===== src/rtl/regfile_pkg.sv =====
// Shared constants for the bypassing register file.
// Holds the default geometry (data width, address width, read-port count).
// It also provides helpers that size the packed read-address bus, the
// packed read-data bus and the pending counter from that geometry.
package regfile_pkg;

    localparam int unsigned DATA_W_DEF = 32;
    localparam int unsigned ADDR_W_DEF = 5;
    localparam int unsigned NUM_RD_DEF = 2;

    // Width of the packed read-address bus: NUM_RD slots of ADDR_W bits.
    function automatic int unsigned ra_bus_w(input int unsigned addr_w, input int unsigned num_rd);
        return addr_w * num_rd;
    endfunction

    // Width of the packed read-data bus: NUM_RD slots of DATA_W bits.
    function automatic int unsigned rd_bus_w(input int unsigned data_w, input int unsigned num_rd);
        return data_w * num_rd;
    endfunction

    // The pending count must reach DEPTH = 2**addr_w without wrapping.
    function automatic int unsigned cnt_w(input int unsigned addr_w);
        return addr_w + 1;
    endfunction

endpackage


===== src/rtl/regfile_bypass_if.sv =====
// Bus bundle for regfile_bypass.
// It carries the write port (we/rw/wd), the packed read ports (ra/rd), the
// claim port (claim_en/claim_addr) and the hazard status outputs
// (busy/hazard/pend_cnt).
// The master modport drives requests; the slave modport is the register file.
interface regfile_bypass_if
    import regfile_pkg::*;
#(
    parameter int unsigned DATA_W = DATA_W_DEF,
    parameter int unsigned ADDR_W = ADDR_W_DEF,
    parameter int unsigned NUM_RD = NUM_RD_DEF
);

    logic                                  we;
    logic [ADDR_W-1:0]                     rw;
    logic [DATA_W-1:0]                     wd;
    logic [ra_bus_w(ADDR_W, NUM_RD)-1:0]   ra;
    logic [rd_bus_w(DATA_W, NUM_RD)-1:0]   rd;
    logic                                  claim_en;
    logic [ADDR_W-1:0]                     claim_addr;
    logic [NUM_RD-1:0]                     busy;
    logic                                  hazard;
    logic [cnt_w(ADDR_W)-1:0]              pend_cnt;

    modport master (
        output we, rw, wd, ra, claim_en, claim_addr,
        input  rd, busy, hazard, pend_cnt
    );

    modport slave (
        input  we, rw, wd, ra, claim_en, claim_addr,
        output rd, busy, hazard, pend_cnt
    );

endinterface


===== src/rtl/rf_scoreboard.sv =====
// Pending-register scoreboard for regfile_bypass.
// It keeps one pend bit per register. A claim sets the bit and a write clears
// it; when both target the same register, the claim wins.
// Ports: clk, rst (async, active high); we_i/rw_i write port;
// claim_en_i/claim_addr_i claim port; ra_i packed read addresses;
// busy_o per read port; pend_cnt_o registered population count.
module rf_scoreboard
    import regfile_pkg::*;
#(
    parameter int unsigned ADDR_W   = ADDR_W_DEF,
    parameter int unsigned NUM_RD   = NUM_RD_DEF,
    parameter int unsigned ZERO_REG = 1
)(
    input  logic                                clk,
    input  logic                                rst,
    input  logic                                we_i,
    input  logic [ADDR_W-1:0]                   rw_i,
    input  logic                                claim_en_i,
    input  logic [ADDR_W-1:0]                   claim_addr_i,
    input  logic [ra_bus_w(ADDR_W, NUM_RD)-1:0] ra_i,
    output logic [NUM_RD-1:0]                   busy_o,
    output logic [cnt_w(ADDR_W)-1:0]            pend_cnt_o
);

    localparam int unsigned DEPTH = 1 << ADDR_W;
    localparam int unsigned CNT_W = cnt_w(ADDR_W);

    logic [DEPTH-1:0] pend_q, pend_d;
    logic [CNT_W-1:0] cnt_q, cnt_d;

    // The release is applied before the claim, so a same-cycle claim of the
    // written register leaves it pending for the new producer.
    always_comb begin
        pend_d = pend_q;
        if (we_i) begin
            pend_d[rw_i] = 1'b0;
        end
        if (claim_en_i) begin
            pend_d[claim_addr_i] = 1'b1;
        end
        if (ZERO_REG != 0) begin
            pend_d[0] = 1'b0;
        end
        // The count is taken from the post-edge pend bits, so it reaches
        // DEPTH at most and never wraps.
        cnt_d = CNT_W'($countones(pend_d));
    end

    always_ff @(posedge clk or posedge rst) begin
        if (rst) begin
            pend_q <= '0;
            cnt_q  <= '0;
        end else begin
            pend_q <= pend_d;
            cnt_q  <= cnt_d;
        end
    end

    // A write in the same cycle releases the hazard, because the bypass
    // already delivers the new value.
    always_comb begin
        busy_o = '0;
        for (int unsigned p = 0; p < NUM_RD; p++) begin
            logic [ADDR_W-1:0] ra_p;
            ra_p      = ra_i[p*ADDR_W +: ADDR_W];
            busy_o[p] = !rst && pend_q[ra_p] && !(we_i && (rw_i == ra_p));
        end
    end

    assign pend_cnt_o = cnt_q;

endmodule


===== src/rtl/regfile_bypass.sv =====
// Multi-read-port register file with write-first bypass and hazard
// scoreboard.
// Ports: clk (rising edge), rst (async, active high), and bus (slave
// modport of regfile_bypass_if).
// The bus carries the write port, the packed read ports, the claim port,
// busy/hazard and pend_cnt.
// ZERO_REG=1 hardwires register 0 to zero and makes it unclaimable.
module regfile_bypass
    import regfile_pkg::*;
#(
    parameter int unsigned DATA_W   = DATA_W_DEF,
    parameter int unsigned ADDR_W   = ADDR_W_DEF,
    parameter int unsigned NUM_RD   = NUM_RD_DEF,
    parameter int unsigned ZERO_REG = 1
)(
    input  logic            clk,
    input  logic            rst,
    regfile_bypass_if.slave bus
);

    localparam int unsigned DEPTH = 1 << ADDR_W;

    logic [DATA_W-1:0] regs_q [DEPTH];
    logic              wr_en;

    always_comb begin
        wr_en = bus.we && !((ZERO_REG != 0) && (bus.rw == '0));
    end

    always_ff @(posedge clk or posedge rst) begin
        if (rst) begin
            for (int unsigned i = 0; i < DEPTH; i++) begin
                regs_q[i] <= '0;
            end
        end else if (wr_en) begin
            regs_q[bus.rw] <= bus.wd;
        end
    end

    // Read priority: reset, then the hardwired zero, then the write bypass,
    // then storage.
    always_comb begin
        bus.rd = '0;
        for (int unsigned p = 0; p < NUM_RD; p++) begin
            logic [ADDR_W-1:0] ra_p;
            logic [DATA_W-1:0] rd_p;
            ra_p = bus.ra[p*ADDR_W +: ADDR_W];
            if (rst) begin
                rd_p = '0;
            end else if ((ZERO_REG != 0) && (ra_p == '0)) begin
                rd_p = '0;
            end else if (bus.we && (bus.rw == ra_p)) begin
                rd_p = bus.wd;
            end else begin
                rd_p = regs_q[ra_p];
            end
            bus.rd[p*DATA_W +: DATA_W] = rd_p;
        end
    end

    rf_scoreboard #(
        .ADDR_W   (ADDR_W),
        .NUM_RD   (NUM_RD),
        .ZERO_REG (ZERO_REG)
    ) u_scoreboard (
        .clk          (clk),
        .rst          (rst),
        .we_i         (bus.we),
        .rw_i         (bus.rw),
        .claim_en_i   (bus.claim_en),
        .claim_addr_i (bus.claim_addr),
        .ra_i         (bus.ra),
        .busy_o       (bus.busy),
        .pend_cnt_o   (bus.pend_cnt)
    );

    assign bus.hazard = |bus.busy;

endmodule

===== src/flat_wrapper.sv =====
// flat-port wrapper written by rule: the top's interface ports become plain ports
module regfile_bypass_flat import regfile_pkg::*;
#(
    parameter int unsigned DATA_W   = DATA_W_DEF,
    parameter int unsigned ADDR_W   = ADDR_W_DEF,
    parameter int unsigned NUM_RD   = NUM_RD_DEF,
    parameter int unsigned ZERO_REG = 1
)
  (clk, rst, bus_we, bus_rw, bus_wd, bus_ra, bus_claim_en, bus_claim_addr, bus_rd, bus_busy, bus_hazard, bus_pend_cnt);
  regfile_bypass_if #(.DATA_W(DATA_W), .ADDR_W(ADDR_W), .NUM_RD(NUM_RD)) bus_i ();
  input  logic clk;
  input  logic rst;
  input wire logic [$bits(bus_i.we)-1:0] bus_we;
  input wire logic [$bits(bus_i.rw)-1:0] bus_rw;
  input wire logic [$bits(bus_i.wd)-1:0] bus_wd;
  input wire logic [$bits(bus_i.ra)-1:0] bus_ra;
  input wire logic [$bits(bus_i.claim_en)-1:0] bus_claim_en;
  input wire logic [$bits(bus_i.claim_addr)-1:0] bus_claim_addr;
  output wire logic [$bits(bus_i.rd)-1:0] bus_rd;
  output wire logic [$bits(bus_i.busy)-1:0] bus_busy;
  output wire logic [$bits(bus_i.hazard)-1:0] bus_hazard;
  output wire logic [$bits(bus_i.pend_cnt)-1:0] bus_pend_cnt;
  assign bus_i.we = bus_we;
  assign bus_i.rw = bus_rw;
  assign bus_i.wd = bus_wd;
  assign bus_i.ra = bus_ra;
  assign bus_i.claim_en = bus_claim_en;
  assign bus_i.claim_addr = bus_claim_addr;
  assign bus_rd = bus_i.rd;
  assign bus_busy = bus_i.busy;
  assign bus_hazard = bus_i.hazard;
  assign bus_pend_cnt = bus_i.pend_cnt;
  regfile_bypass #(.DATA_W(DATA_W), .ADDR_W(ADDR_W), .NUM_RD(NUM_RD), .ZERO_REG(ZERO_REG)) u_core (.clk(clk), .rst(rst), .bus(bus_i));
endmodule

===== config.mk =====
export PLATFORM = sky130hd
export DESIGN_NAME = regfile_bypass_flat
export DESIGN_NICKNAME = d
export VERILOG_FILES = /design/src/rtl/regfile_pkg.sv /design/src/rtl/regfile_bypass_if.sv /design/src/rtl/rf_scoreboard.sv /design/src/rtl/regfile_bypass.sv /design/src/flat_wrapper.sv
export SDC_FILE = /design/constraint.sdc
export NUM_CORES = 2
export LEC_CHECK = 0
export ABC_CLOCK_PERIOD_IN_PS = 33700
export BUFFER_PORTS_ARGS = -buffer_cell sky130_fd_sc_hd__buf_2
export CORE_MARGIN = 8
export CORE_UTILIZATION = 43
export DETAILED_ROUTE_END_ITERATION = 8
export GPL_TIMING_DRIVEN = 0
export PLACE_DENSITY = 0.64
export SYNTH_ARGS = -nofsm -noshare
export SYNTH_HDL_FRONTEND = slang
export SYNTH_SLANG_ARGS = --single-unit

===== constraint.sdc =====
create_clock -name clk -period 33.7 [get_ports clk]
set_input_delay 3.37 -clock clk [delete_from_list [all_inputs] [get_ports clk]]
set_output_delay 3.37 -clock clk [all_outputs]
set_load 0.02 [all_outputs]

=== Yosys cells after proc, flatten, opt, wreduce, memory -nomap -nowiden ===
Cells that the tools add are included.

* Flip-flop bits (word level): 1061
* Input bits: 56
* Logic and storage cells: 125

* Add/sub/neg operators: 30
* $lt $le $gt $ge: 10
* Equality and inequality tests: 2
* Multiplexer cells: 25
* Bitwise logic cells: 6
* Reduce and logical (&&, ||, !) cells: 18

{| class="wikitable"
|+ Operator list
! operator !! count
|-
| 1024-bit bitwise mux || 1
|-
| 32-bit two-way mux || 13
|-
| 32-bit binary-select mux with 5-bit select || 2
|-
| 32-bit demux with 5-bit select || 1
|-
| 32-bit AND || 1
|-
| 32-bit NOT || 1
|-
| 32-bit OR || 1
|-
| 1-bit by 1-bit adder with 2-bit output || 15
|-
| 5-bit by 6-bit < comparator with 1-bit output (second input constant) || 4
|-
| 2-bit by 2-bit adder with 3-bit output || 7
|-
| 6-bit greater-or-equal comparator (second input constant) || 3
|-
| 5-bit NOT with 6-bit output || 3
|-
| 3-bit by 3-bit adder with 4-bit output || 4
|-
| 5-bit logical NOT || 3
|-
| 4-bit by 4-bit adder with 5-bit output || 2
|-
| 1-bit binary-select mux with 5-bit select || 2
|-
| 1-bit demux with 5-bit select || 2
|-
| 5-bit == test || 2
|-
| 5-bit by 1-bit greater-or-equal comparator with 1-bit output (second input constant) || 2
|-
| 1-bit logical AND || 10
|-
| 5-bit by 5-bit adder with 6-bit output || 1
|-
| 6-bit by 1-bit < comparator with 1-bit output (second input constant) || 1
|-
| 1-bit logical NOT || 4
|-
| 1-bit two-way mux || 4
|-
| 2 further kinds || 2
|}

=== Longest topological paths before layout ===
* Depth in word-level cells: 14
* Gate-level depth with buffers: 21

=== Hierarchy ===
A second synthesis with hierarchy kept.

* Cell total of the unflattened synthesis: 4287
* Area, all modules: 58593.7 um2

{| class="wikitable"
|+ By module, submodules not included
! module !! instances !! cells an instance !! area each (um2) !! seq. area each (um2)
|-
| regfile_bypass || 1 || 3997 || 55627.1 || 25624.6
|-
| rf_scoreboard || 1 || 290 || 2966.6 || 925.9
|}

=== Worst setup path before layout ===
No wires, ideal clock.

* Path type: input port to output port
* From: input rst
* To: output bus_rd[16]
* Arrival time: 29.737 ns
* Slack: 0.593 ns
* Cell stages on the path: 5
* Buffers on the path: 1
* Path through: inv_1 > o211ai_1 > buf_2 > a211oi_1 > a211o_1

* Word-level cells in the longest chain between the ends: 1

{| class="wikitable"
|+ RTL lines
! element !! line !! source
|-
| from (decl) || flat_wrapper.sv:12 || <nowiki>input logic rst;</nowiki>
|-
| 32-bit two-way mux || regfile_bypass.sv:48 || <nowiki>if (rst) begin</nowiki>
|-
| to (decl) || flat_wrapper.sv:19 || <nowiki>output wire logic [$bits(bus_i.rd)-1:0] bus_rd;</nowiki>
|}

Every way passes these cells.

=== Worst setup path in the final report ===
* From: input bus_ra[1]
* To: output bus_rd[17]

* Word-level cells in the longest chain between the ends: 7
* Elaborated cells on any way between the ends: 10
* Classes of those cells: eq/ne: 1; mux: 6; bitwise: 1; reduce/logical: 2

{| class="wikitable"
|+ RTL lines
! element !! line !! source
|-
| from (decl) || flat_wrapper.sv:16 || <nowiki>input wire logic [$bits(bus_i.ra)-1:0] bus_ra;</nowiki>
|-
| 5-bit NOT with 6-bit output (not written as such) || regfile_bypass.sv:55 || <nowiki>rd_p = regs_q[ra_p];</nowiki>
|-
| 32-bit binary-select mux with 5-bit select || regfile_bypass.sv:55 ||
|-
| 32-bit two-way mux (not written as such) (2 in series) || regfile_bypass.sv:55 ||
|-
| 32-bit two-way mux || regfile_bypass.sv:52 || <nowiki>end else if (bus.we && (bus.rw == ra_p)) begin</nowiki>
|-
| 32-bit two-way mux * || regfile_bypass.sv:50 || <nowiki>end else if ((ZERO_REG != 0) && (ra_p == '0)) begin</nowiki>
|-
| 32-bit two-way mux * || regfile_bypass.sv:48 ||
|}

Mark *: on every way between the ends. The rest lies on a longest branch, timed or not. The select of a mux whose other input is x is not followed.

==> results_dict.tcl <==
set metrics [dict create \
    endpoint_kind "output port" \
    slew_viol_final 46 \
    crit_arrival_ps 7590 \
    post-route-period-util_pct 32.5 \
    nNetsFinal 4377 \
    area_growth_pct 12.1 \
    cts_setup_buffers 0 \
    grt_max_degree 126 \
    cpPeakStageDelay_ps 950 \
    coreArea_um2 134000 \
    whs_ps 475 \
    grt_usage_pct 30.0 \
    swShare_pct 32.2 \
    ys_seq_area_share_pct 45.8 \
    hp-start "u_core.regs_q[1011]" \
    cts_root_buffer "clkbuf_16" \
    synth_area_leaders "dfrtp_1 (46%), mux2_2 (20%), mux4_2 (16%)" \
    initial_core_util_pct 43.4 \
    hold_path.class "reg -> reg" \
    synth_ff_type "dfrtp_1" \
    cp_common_cell "buf_2" \
    multi_input_area_um2 29200 \
    layout-drive-gt1-share_pct 42.9 \
    io_pins 129 \
    fp.dieH_um 383 \
    syn_inst 4044 \
    violations "capacitance limit, slew limit" \
    synth_nets 4130 \
    synthArstFlopShare_pct 100 \
    seq_area_um2 26600 \
    hold_viol 0 \
    leakagePower_uw 0.0285 \
    reg2reg_slack_ps 28350 \
    cts-hold-fix-buffers 0 \
    cts_buffers 114 \
    clock-sinks 1061 \
    synth.avg_cell_area_um2 14.3 \
    power.density_nw_per_um2 66.2 \
    grt_pass1_wl_mm 314 \
    ant_nets 0 \
    drt_iter0_markers 5142 \
    synthDominantCellAreaShare_pct 45.8 \
    vias 41800 \
    power.net_switching_uw 1380 \
    setup-violations-final 0 \
    first_global_vias 41700 \
    port_buffers 119 \
    die_area_um2 147000 \
    fillers 11700 \
    clkLatencyLatePin_ps 740 \
    netlist_top_cells_count "dfrtp_1 (1061), mux2_2 (1020), mux4_2 (413), mux2i_1 (286), clkbuf_1 (273)" \
    post_drt_wl_per_cell_um 36.5 \
    peakVddDrop_uv 230 \
    cts.htree.levels 3 \
    die_x_um 383 \
    dp_cells 5942 \
    critPathSlowestCell "a211oi_1" \
    fp-row-count 134 \
    final_cells 6175 \
    clock.fmax_mhz 91.2 \
    tightest_slew_ps 1560 \
    synth_largest_area_cell "dfrtp_1" \
    path_clk_slew_ps 60 \
    drt-total-wl_mm 225 \
    whs_path_depth 1 \
    drtPass1Iterations 6 \
    worst_r2r_endpoint "u_core.u_scoreboard.pend_cnt_o[4]" \
    hold_end "u_core.regs_q[1011]" \
    final_area_um2 64900 \
    placed_area_um2 61000 \
    rsz0062_at_grt "no" \
    dp_hpwl_mm 165 \
    pwr-share-seq_pct 39.8 \
    syn-cell-area_um2 57900 \
    drc 0 \
    grt_remaining_overflow 0 \
    yosysMostFrequentCell "dfrtp_1" \
    utilization_pct 48.6 \
    cts_tree "done" \
    finClkSkew_ps 9.23 \
    r2r_start "u_core.u_scoreboard.pend_q[22]" \
    synth_edf_count 0 \
    gp_congestion 0.995 \
    synth-seq-cells 1061 \
    path_cells "buf_2, buf_2, buf_4, nand2_1, clkbuf_1, o221ai_1, o22ai_1, a211oi_1, a211o_1, buf_2" \
    crit_required_ps 30330 \
    layout_min_cycle_time_ps 10960 \
    synth.distinct_cells 50 \
    yosys_warnings 0 \
    cp_max_fo 12 \
    drv_cap 5 \
    relSlewSlack_pct -4.29 \
    antenna_found_initial 22 \
    p_clk_share_pct 30.4 \
    r2r_cells 17 \
    critPathKind "in -> out" \
    via_per_inst 6.76 \
    comb_power_share_pct 29.8 \
    critPathLaunchType "input port" \
    cts_resized 0 \
    fin_setup_tns_ps 0 \
    p_int_uw 2910 \
    outcome "finished with violations" \
    clk_path_buf_depth 3 \
]
## cell type report
type                    instances  area share (%)
plain buffers                 449            2.98
flip-flops and latches       1061            40.9
repair buffers                131            1.33
clock inverters                48           0.788
multi-input cells            2474            45.0
diodes                         21          0.0809
inverters                      60           0.358
clock buffers                 163            5.11
well taps                    1768            3.41
## flip-flops by register name (all words and copies together), names as in the netlist
register and cells:
u_core.u_scoreboard.pend_cnt_o 6, u_core.regs_q 1024, u_core.u_scoreboard.pend_q 31
## routing by layer
layer,track usage [%],share of wire (%)
met4,17.9,7.1
met2,44.3,43
met1,37.8,37
met3,10.8,12
met5,0,0.022
## kinds of logic (layout without fill, tap and decap cells)
family | count (synthesis) | count (layout) | share of synthesized area [%]
multiplexers | 1719 | 1719 | 40.8
adder cells (fa/ha/maj) | 30 | 30 | 0.946
AND/OR/NAND/NOR | 234 | 234 | 2.08
flip-flops | 1061 | 1061 | 45.8
XOR/XNOR | 13 | 13 | 0.197
other | 0 | 21 | 0
AO/OA/AOI/OAI | 478 | 478 | 6.39
buffers and inverters | 509 | 851 | 3.72
## stage by stage
step                setup WS, ps  power, uW
finish                     22740       4300
global route               22870       4470
CTS                        22930       4270
detailed placement         22930       2980
global placement          -20240       2930
floorplan                    376       2600
## worst max-delay path by stage
stage	startpoint	cells after the start	to
after detailed placement	bus_ra[4]	9	bus_rd[29]
after global routing	bus_ra[2]	9	bus_rd[12]
after CTS	bus_ra[4]	9	bus_rd[29]
after floorplan	rst	1	u_core.regs_q[0]
final	bus_ra[1]	10	bus_rd[17]
after global placement	rst	6	bus_rd[31]
## cells in the final DEF (no fill, tap or decap), types with 95 or more instances in the layout
cell	netlist	final
nand2_1	95	95
mux2i_1	286	286
clkbuf_1	273	294
o221ai_1	106	106
dfrtp_1	1061	1061
mux4_2	413	413
clkbuf_16	0	116
buf_2	74	193
a211oi_1	145	143
mux2_2	1020	1020
## critical path: cells and delay by family
family,cells,cell delay (ps)
AO/OA/AOI/OAI,4,1990
buffers and inverters,5,1860
AND/OR/NAND/NOR,1,330
## power by group through the flow
stage	Combinational [uW]	Sequential (uW)	Clock (uW)
3_5_place_dp	1260	1720	0
3_3_place_gp	1220	1710	0
2_1_floorplan	923	1670	0
4_1_cts	1260	1700	1310
5_1_grt	1370	1740	1360
6_report	1280	1710	1310
(Power assumes the default switching activity.)
